File: config.mk
export PLATFORM = sky130hd
export DESIGN_NAME = cell_pos_reader
export DESIGN_NICKNAME = d
export VERILOG_FILES = /design/src/rtl/md_cell_pkg.sv /design/src/rtl/pos_reader_fifo.sv /design/src/rtl/cell_pos_reader.sv
export SDC_FILE = /design/constraint.sdc
export NUM_CORES = 1
export LEC_CHECK = 0
export BUFFER_PORTS_ARGS = -buffer_cell sky130_fd_sc_hd__buf_4
export CORE_MARGIN = 2
export CORE_UTILIZATION = 35
export DETAILED_ROUTE_END_ITERATION = 16
export SLEW_MARGIN = 5
export SYNTH_ARGS = -nofsm -noshare
export SYNTH_HDL_FRONTEND = slang
export SYNTH_SLANG_ARGS = --single-unit
File: constraint.sdc
create_clock -name clock -period 21.8 [get_ports clock]
set_input_delay 3.27 -clock clock [delete_from_list [all_inputs] [get_ports clock]]
set_output_delay 3.27 -clock clock [all_outputs]
set_load 0.05 [all_outputs]
File: src/rtl/md_cell_pkg.sv
// Shared types and defaults for the MD cell position memory readers.
package md_cell_pkg;

    localparam int DEFAULT_DATA_WIDTH = 96;
    localparam int DEFAULT_ADDR_WIDTH = 8;
    localparam int COUNT_ADDR         = 0;

    typedef struct packed {
        logic [31:0] posz;
        logic [31:0] posy;
        logic [31:0] posx;
    } pos_rec_t;

    typedef enum logic [2:0] {
        ST_IDLE,
        ST_RD_CNT,
        ST_WAIT_CNT,
        ST_STREAM,
        ST_DRAIN,
        ST_DONE
    } reader_state_t;

endpackage

File: src/rtl/pos_reader_fifo.sv
// First-word-fall-through FIFO buffering tagged position records; a push
// while full is accepted only when a pop frees a slot in the same cycle.
module pos_reader_fifo #(
    parameter int WIDTH = 105,
    parameter int DEPTH = 4,
    localparam int PTR_W = (DEPTH > 1) ? $clog2(DEPTH) : 1,
    localparam int OCC_W = $clog2(DEPTH + 1)
) (
    input  logic             clock,
    input  logic             rst,
    input  logic             push,
    input  logic [WIDTH-1:0] push_data,
    input  logic             pop,
    output logic [WIDTH-1:0] pop_data,
    output logic             empty,
    output logic             full,
    output logic [OCC_W-1:0] occupancy
);

    logic [WIDTH-1:0] mem_reg [DEPTH];
    logic [PTR_W-1:0] wr_ptr_reg;
    logic [PTR_W-1:0] rd_ptr_reg;
    logic [OCC_W-1:0] occ_reg;
    logic             do_push;
    logic             do_pop;

    assign empty     = (occ_reg == '0);
    assign full      = (occ_reg == OCC_W'(DEPTH));
    assign occupancy = occ_reg;
    assign pop_data  = mem_reg[rd_ptr_reg];
    assign do_pop    = pop & ~empty;
    assign do_push   = push & (~full | do_pop);

    always_ff @(posedge clock or posedge rst) begin
        if (rst) begin
            wr_ptr_reg <= '0;
            rd_ptr_reg <= '0;
            occ_reg    <= '0;
            for (int i = 0; i < DEPTH; i++) begin
                mem_reg[i] <= '0;
            end
        end else begin
            if (do_push) begin
                mem_reg[wr_ptr_reg] <= push_data;
                wr_ptr_reg <= (wr_ptr_reg == PTR_W'(DEPTH - 1)) ? '0 : wr_ptr_reg + 1'b1;
            end
            if (do_pop) begin
                rd_ptr_reg <= (rd_ptr_reg == PTR_W'(DEPTH - 1)) ? '0 : rd_ptr_reg + 1'b1;
            end
            case ({do_push, do_pop})
                2'b10:   occ_reg <= occ_reg + 1'b1;
                2'b01:   occ_reg <= occ_reg - 1'b1;
                default: occ_reg <= occ_reg;
            endcase
        end
    end

endmodule

File: src/rtl/cell_pos_reader.sv
// Reads the particle count of one cell RAM, then streams its position records
// through a credit-limited FIFO. Optional count clamping: CELL_POS_READER_CLAMP_EN.
module cell_pos_reader
    import md_cell_pkg::*;
#(
    parameter int DATA_WIDTH   = DEFAULT_DATA_WIDTH,
    parameter int ADDR_WIDTH   = DEFAULT_ADDR_WIDTH,
    parameter int PARTICLE_NUM = 220,
    parameter int RD_LATENCY   = 2,
    parameter int FIFO_DEPTH   = 4
) (
    input  logic                  clock,
    input  logic                  rst,
    input  logic                  start,
    output logic                  busy,
    output logic                  done,
    output logic [ADDR_WIDTH-1:0] particle_count,
    output logic                  count_err,
    output logic [ADDR_WIDTH-1:0] mem_address,
    output logic                  mem_rden,
    input  logic [DATA_WIDTH-1:0] mem_q,
    output logic                  out_valid,
    input  logic                  out_ready,
    output logic [DATA_WIDTH-1:0] out_data,
    output logic [ADDR_WIDTH-1:0] out_id,
    output logic                  out_last
);

    localparam int FW    = DATA_WIDTH + ADDR_WIDTH + 1;
    localparam int OCC_W = $clog2(FIFO_DEPTH + 1);
    localparam int CW    = $clog2(FIFO_DEPTH + RD_LATENCY + 2) + 1;
    localparam int WCW   = $clog2(RD_LATENCY + 1);

    reader_state_t         state_reg;
    logic                  busy_reg;
    logic                  done_reg;
    logic [ADDR_WIDTH-1:0] count_reg;
    logic [ADDR_WIDTH-1:0] addr_reg;
    logic [ADDR_WIDTH-1:0] next_addr_reg;
    logic                  rden_reg;
    logic                  issue_vld_reg;
    logic [WCW-1:0]        wait_cnt_reg;
    logic [RD_LATENCY-1:0] pipe_vld_reg;
    logic [ADDR_WIDTH-1:0] pipe_id_reg [RD_LATENCY];

    logic [ADDR_WIDTH-1:0] count_raw;
    logic [ADDR_WIDTH-1:0] count_eff;
    logic [FW-1:0]         fifo_wr_data;
    logic [FW-1:0]         fifo_rd_data;
    logic                  fifo_push;
    logic                  fifo_pop;
    logic                  fifo_empty;
    logic                  fifo_full;
    logic [OCC_W-1:0]      fifo_occ;
    logic [ADDR_WIDTH-1:0] push_id;
    logic [CW-1:0]         inflight;
    logic                  credit_ok;
    logic                  drain_done;

    assign count_raw = mem_q[ADDR_WIDTH-1:0];

`ifdef CELL_POS_READER_CLAMP_EN
    logic count_bad;
    logic count_err_reg;
    assign count_bad = (count_raw > ADDR_WIDTH'(PARTICLE_NUM - 1));
    assign count_eff = count_bad ? ADDR_WIDTH'(PARTICLE_NUM - 1) : count_raw;
    assign count_err = count_err_reg;
`else
    assign count_eff = count_raw;
    assign count_err = 1'b0;
`endif

    // Reads issued but not yet written into the FIFO, including the one on the RAM port now.
    always_comb begin
        inflight = CW'(issue_vld_reg);
        for (int i = 0; i < RD_LATENCY; i++) begin
            inflight = inflight + CW'(pipe_vld_reg[i]);
        end
    end

    // A pop in this cycle frees its slot at the same edge, so it is credited immediately.
    assign credit_ok  = (CW'(fifo_occ) + inflight - CW'(fifo_pop)) < CW'(FIFO_DEPTH);
    assign drain_done = (inflight == '0) && (CW'(fifo_occ) == CW'(fifo_pop));

    assign push_id      = pipe_id_reg[RD_LATENCY-1];
    assign fifo_push    = pipe_vld_reg[RD_LATENCY-1];
    assign fifo_wr_data = {mem_q, push_id, (push_id == count_reg)};
    assign fifo_pop     = out_valid & out_ready;

    assign out_valid = ~fifo_empty;
    assign {out_data, out_id, out_last} = fifo_rd_data;

    assign busy           = busy_reg;
    assign done           = done_reg;
    assign particle_count = count_reg;
    assign mem_address    = addr_reg;
    assign mem_rden       = rden_reg;

    always_ff @(posedge clock or posedge rst) begin
        if (rst) begin
            pipe_vld_reg <= '0;
            for (int i = 0; i < RD_LATENCY; i++) begin
                pipe_id_reg[i] <= '0;
            end
        end else begin
            pipe_vld_reg[0] <= issue_vld_reg;
            pipe_id_reg[0]  <= addr_reg;
            for (int i = 1; i < RD_LATENCY; i++) begin
                pipe_vld_reg[i] <= pipe_vld_reg[i-1];
                pipe_id_reg[i]  <= pipe_id_reg[i-1];
            end
        end
    end

    always_ff @(posedge clock or posedge rst) begin
        if (rst) begin
            state_reg     <= ST_IDLE;
            busy_reg      <= 1'b0;
            done_reg      <= 1'b0;
            count_reg     <= '0;
            addr_reg      <= '0;
            next_addr_reg <= '0;
            rden_reg      <= 1'b0;
            issue_vld_reg <= 1'b0;
            wait_cnt_reg  <= '0;
`ifdef CELL_POS_READER_CLAMP_EN
            count_err_reg <= 1'b0;
`endif
        end else begin
            rden_reg      <= 1'b0;
            issue_vld_reg <= 1'b0;
            done_reg      <= 1'b0;
            case (state_reg)
                ST_IDLE: begin
                    if (start) begin
                        state_reg <= ST_RD_CNT;
                        busy_reg  <= 1'b1;
                        rden_reg  <= 1'b1;
                        addr_reg  <= ADDR_WIDTH'(COUNT_ADDR);
                    end
                end
                ST_RD_CNT: begin
                    state_reg    <= ST_WAIT_CNT;
                    wait_cnt_reg <= '0;
                end
                ST_WAIT_CNT: begin
                    if (wait_cnt_reg == WCW'(RD_LATENCY - 1)) begin
                        count_reg <= count_eff;
`ifdef CELL_POS_READER_CLAMP_EN
                        if (count_bad) begin
                            count_err_reg <= 1'b1;
                        end
`endif
                        if (count_eff == '0) begin
                            state_reg <= ST_DONE;
                            done_reg  <= 1'b1;
                            busy_reg  <= 1'b0;
                        end else begin
                            // First record read goes out together with the count latch.
                            rden_reg      <= 1'b1;
                            issue_vld_reg <= 1'b1;
                            addr_reg      <= ADDR_WIDTH'(1);
                            next_addr_reg <= ADDR_WIDTH'(2);
                            state_reg     <= (count_eff == ADDR_WIDTH'(1)) ? ST_DRAIN : ST_STREAM;
                        end
                    end else begin
                        wait_cnt_reg <= wait_cnt_reg + 1'b1;
                    end
                end
                ST_STREAM: begin
                    if (credit_ok) begin
                        rden_reg      <= 1'b1;
                        issue_vld_reg <= 1'b1;
                        addr_reg      <= next_addr_reg;
                        next_addr_reg <= next_addr_reg + 1'b1;
                        if (next_addr_reg == count_reg) begin
                            state_reg <= ST_DRAIN;
                        end
                    end
                end
                ST_DRAIN: begin
                    if (drain_done) begin
                        state_reg <= ST_DONE;
                        done_reg  <= 1'b1;
                        busy_reg  <= 1'b0;
                    end
                end
                ST_DONE: begin
                    state_reg <= ST_IDLE;
                end
                default: begin
                    state_reg <= ST_IDLE;
                end
            endcase
        end
    end

    pos_reader_fifo #(
        .WIDTH (FW),
        .DEPTH (FIFO_DEPTH)
    ) u_fifo (
        .clock     (clock),
        .rst       (rst),
        .push      (fifo_push),
        .push_data (fifo_wr_data),
        .pop       (fifo_pop),
        .pop_data  (fifo_rd_data),
        .empty     (fifo_empty),
        .full      (fifo_full),
        .occupancy (fifo_occ)
    );

    logic unused_full;
    assign unused_full = fifo_full;

endmodule

=== Word-level counts from Yosys, hierarchy flattened ===
Cells that the tools add are included.

* Bitwise logic cells: 8
* $add $sub $neg: 10
* Reductions and logical operators: 17
* Magnitude comparators: 4
* Multiplexer cells: 43
* Eq/ne operators: 22

{| class="wikitable"
|+ Operators by type and width
! kind !! count
|-
| bitwise mux 420 bit || 1
|-
| 2-to-1 mux 105 bit || 3
|-
| binary-select mux 105 bit (select 2 bit) || 1
|-
| demux 105 bit (select 2 bit) || 1
|-
| 2-to-1 mux 8 bit || 7
|-
| one-hot mux 8 bit (3 select lines) || 1
|-
| 2-to-1 mux 3 bit || 7
|-
| equality test 8 bit || 2
|-
| != test 2 bit (second input constant) || 8
|-
| one-hot mux 8 bit (2 select lines) || 1
|-
| one-hot mux 3 bit (5 select lines) || 1
|-
| AND reduction 5 bit || 3
|-
| 2-to-1 mux 1 bit || 11
|-
| adder 8 x 1 -> 8 bit (second input constant) || 1
|-
| equality test 8 x 1 -> 1 bit (second input constant) || 1
|-
| zero test 8 bit || 1
|-
| adder 2 x 1 -> 2 bit (second input constant) || 3
|-
| equality test 2 bit (second input constant) || 3
|-
| equality test 3 x 2 -> 1 bit (second input constant) || 2
|-
| equality test 3 bit (second input constant) || 2
|-
| >= comparator 3 bit (second input constant) || 2
|-
| zero test 3 bit || 2
|-
| 2-to-1 mux 2 bit || 3
|-
| inverter 2 -> 3 bit || 2
|-
| other kinds (24) || 35
|}

* Flip-flop bits (word level): 478
* Word-level logic and storage cells: 123

=== Longest topological paths before layout ===
* Word-level depth: 8
* Mapped depth: 14

=== Cells and area by module ===
From an unflattened synthesis, not the netlist that was laid out.

* Cells, all modules: 1274
* Area total of the unflattened synthesis: 20845.0 um^2

{| class="wikitable"
|+ By module, submodules not included
! module !! area each (um^2) !! cells each !! seq. area each (um^2) !! times used
|-
| pos_reader_fifo || 18440.2 || 1058 || 10685.2 || 1
|-
| cell_pos_reader || 2404.8 || 216 || 1276.2 || 1
|}

=== Least setup slack after synthesis ===
No wires, ideal clock.

* Path kind: input to register
* Start point: in out_ready
* End point: reg next_addr_reg[1]
* Slack: 16642 ps
* Setup time: 66 ps
* Data required time: 21734 ps
* Path buffers: 2
* Stages: 12
* Arrival: 5092 ps
* Path through: nand2_1 > inv_1 > ha_1 > inv_1 > ha_1 > nor3b_1 > a211oi_2 > o21ai_1 > buf_2 > clkbuf_1 > o21ai_0 > nand2_1

* Cells in the longest elaborated chain, start to end: 5

{| class="wikitable"
|+ RTL lines
! item !! line !! text
|-
| start: declaration || cell_pos_reader.sv:23 || <nowiki>input logic out_ready,</nowiki>
|-
| AND 1 bit || cell_pos_reader.sv:88 || <nowiki>assign fifo_pop = out_valid & out_ready;</nowiki>
|-
| subtractor 4 x 1 -> 4 bit || cell_pos_reader.sv:82 || <nowiki>assign credit_ok = (CW'(fifo_occ) + inflight - CW'(fifo_pop)) < CW'(FIFO_DEPTH);</nowiki>
|-
| < comparator 4 x 3 -> 1 bit || cell_pos_reader.sv:82 ||
|-
| != test 2 bit (no line) || -- ||
|-
| AND reduction 4 bit (no line) || -- ||
|-
| end signal: assignment || cell_pos_reader.sv:175 || <nowiki>next_addr_reg <= next_addr_reg + 1'b1;</nowiki>
|-
| end: declaration || cell_pos_reader.sv:39 || <nowiki>logic [ADDR_WIDTH-1:0] next_addr_reg;</nowiki>
|}

No other way between the ends.
A chain may end at the register's enable or synchronous reset.

=== Worst setup path after layout ===
* Start point: reg u_fifo.rd_ptr_reg[1]
* End point: out out_data[34]

* Cells in the longest elaborated chain, start to end: 4

{| class="wikitable"
|+ RTL lines
! item !! line !! text
|-
| start: declaration || pos_reader_fifo.sv:22 || <nowiki>logic [PTR_W-1:0] rd_ptr_reg;</nowiki>
|-
| start signal: assignment || pos_reader_fifo.sv:48 || <nowiki>rd_ptr_reg <= (rd_ptr_reg == PTR_W'(DEPTH - 1)) ? '0 : rd_ptr_reg + 1'b1;</nowiki>
|-
| inverter 2 -> 3 bit (not written as such) || pos_reader_fifo.sv:30 || <nowiki>assign pop_data = mem_reg[rd_ptr_reg];</nowiki>
|-
| binary-select mux 105 bit (select 2 bit) || pos_reader_fifo.sv:30 ||
|-
| 2-to-1 mux 105 bit (not written as such) (2 in a row) || pos_reader_fifo.sv:30 ||
|-
| end: declaration || cell_pos_reader.sv:24 || <nowiki>output logic [DATA_WIDTH-1:0] out_data,</nowiki>
|}

No other way between the ends. The select of a mux whose other input is x is not followed.

==> results_dict.tcl <==
set metrics [dict create \
    status "finished, final reports clean" \
    yosys_warnings 0 \
    synth_edf_count 0 \
    startpoint_type "register" \
    rsz0062_at_grt "no" \
    grt_pass1_wl_mm 74.3 \
    hold_buffers 0 \
    final_util_pct 42.6 \
    track_usage_pct 15.6 \
    vias_per_cell 5.08 \
    wl_met1_mm 20.8 \
    clock_sink_count 478 \
    hpwl_mm 28.1 \
    leakagePower_nw 11.3 \
    ios 226 \
    num_vias 11700 \
    final_max_slew_viol_count 0 \
    io_buffer_count 224 \
    core.rowCount 89 \
    syn_area_mm2 0.0208 \
    syn_area_per_cell_um2 16.4 \
    post-cts-setup-buffers 0 \
    pre_cts_slack_ns 15.43 \
    final_nets 1605 \
    clock.fmax_ghz 0.155 \
    drc 0 \
    synth_flop_cell "dfrtp_1" \
    antenna_found_initial 0 \
    hold_class "register to register" \
    first_iter_violations 541 \
    overflow 0 \
    wl_met2_mm 22.7 \
    hold_slack_ns 0.343 \
    chipHeight_um 248 \
    final.setup.tns_ns 0 \
    crit_top_cell "buf_4" \
    cts.path.max_buffers 3 \
    clkTransAtPathRegs_ns 0.06 \
    maxCapViolCount 0 \
    start_util_pct 35.3 \
    crit_required_ns 18.53 \
    numCtsBuffers 55 \
    core_mm2 0.0589 \
    die_width_um 248 \
    synth-seq-cells 478 \
    met3_wirelength_mm 2.32 \
    syn_inst 1273 \
    wl_per_cell_um 20.3 \
    syn_nets 1387 \
    endpoint_kind "output port" \
    drtAntennaViolNets 0 \
    synthDistinctLibCells 53 \
    fin_crit_sh_pct 29.6 \
    cts_resized 0 \
    tightestPinTransition_ns 1.16 \
    crit_slowest_cell "dfrtp_4" \
    syn_to_final_growth_pct 20.5 \
    ctsRootBufferMaster "clkbuf_16" \
    largest_reg_flops 420 \
    worstSkewPairLatency_ns 0.59 \
    async_reset_ff_share_pct 100 \
    hold_viol_final 0 \
    ir_drop_mv 0.122 \
    dieArea_mm2 0.0614 \
    place_congestion 0.747 \
    wirelength_mm 46.8 \
    drive_gt1_share_pct 57.0 \
    cp_cell_sequence "buf_4 > mux4_2 > buf_4" \
    grt_pass1_vias 12600 \
    grt_max_degree 119 \
    place_area_mm2 0.0232 \
    ys_seq_area_share_pct 57.5 \
    htreeDepth 2 \
    design_area_mm2 0.0251 \
    drt_pre_antenna_iters 4 \
    dr.max_layer_used "met4" \
    cp_slowest_stage_delay_ns 0.91 \
    finalSetupViolations 0 \
    final.setup.worst_slack_ns 15.36 \
    tritoncts "done" \
    crit_type "register to output port" \
    fin_skew_ns 0.0123 \
    relSlewSlack_pct 22.9 \
    worst-path-max-fanout 40 \
    final.min_clock_period_ns 6.45 \
    powerDensity_mw_per_mm2 184 \
    cp.arrival_ns 3.18 \
]
-- power by group --
| group | leakage [nW] | switching, mW | internal [mW] |
|---|---|---|---|
| sequential | 5.96 | 0.244 | 1.29 |
| combinational | 4.44 | 1.21 | 0.916 |
| clock | 0.947 | 0.363 | 0.597 |
-- placed cells by master (no fill, tap or decap), types with 12 or more instances in the layout --
cell,instances
xnor2_1,19
ha_1,12
clkbuf_16,57
clkbuf_1,14
mux2_2,429
nand3_1,19
inv_1,19
mux4_2,105
clkbuf_8,18
nand2_1,23
buf_4,239
dfrtp_1,476
o21ai_0,13
-- critical path, delay by kind of cell, from the launching register on --
kind     cells  cell delay, ns
mux          1            0.62
buf+inv      2            0.98
flops        1            0.91
-- Yosys cell counts, types with 8 or more instances --
cell | count | share of area [%]
dfrtp_1 | 478 | 57
mux2_2 | 429 | 23
mux4_2 | 105 | 11
buf_2 | 31 | 0.75
nand2_1 | 23 | 0.41
buf_4 | 20 | 0.72
inv_1 | 20 | 0.36
nand3_1 | 19 | 0.46
xnor2_1 | 19 | 0.80
clkbuf_1 | 14 | 0.25
o21ai_0 | 13 | 0.31
ha_1 | 12 | 0.72
buf_1 | 8 | 0.14
nor2_1 | 8 | 0.14
-- logic make-up after synthesis --
logic type | share of synthesized area, %
muxes | 34.7
DFF | 57.5
buffers and inverters | 2.49
and+or+nand+nor | 2.27
AOI/OAI and AO/OA | 1.33
xor gates and xnor gates | 0.842
adders and majority gates | 0.914
other | 0.0180
-- through the flow --
step,cells,total power [mW]
after global routing,2308,4.88
final,2309,4.62
after detailed placement,2207,3.70
after CTS,2308,4.69
after global placement,2207,3.65
after floorplan,1273,3.11
-- metal layers --
| metal | global-route usage [%] | vias up |
|---|---|---|
| met4 | 4.03 | 0 |
| met5 | 0 | - |
| met2 | 25.4 | 216 |
| met3 | 2.90 | 73 |
| met1 | 21.6 | 6264 |
| li1 | - | 5176 |
-- cell type report --
cell class | instances | area [um^2]
Tap cell | 773 | 967
Clock buffer | 89 | 1730
Inverter | 20 | 82.6
Multi-Input combinational cell | 697 | 8350
Timing Repair Buffer | 239 | 1790
Antenna cell | 1 | 2.50
Fill cell | 5334 | 33800
Sequential cell | 478 | 12000
Clock inverter | 12 | 193
-- path summary, 6_finish.rpt --
path	end	from	slack, ns	cells past startpoint
hold reg to reg	push_id[4]	pipe_id_reg[12]	0.34	0
hold / removal	push_id[4]	pipe_id_reg[12]	0.34	0
setup / recovery	out_data[34]	u_fifo.rd_ptr_reg[1]	15.36	3
setup reg to reg	u_fifo.mem_reg[243]	u_fifo.occupancy[2]	18.41	5
max in group asynchronous	u_fifo.mem_reg[11]	rst	16.59	4
min in group asynchronous	u_fifo.mem_reg[416]	rst	2.84	2
Note: power is estimated with default switching activity, not from simulation.
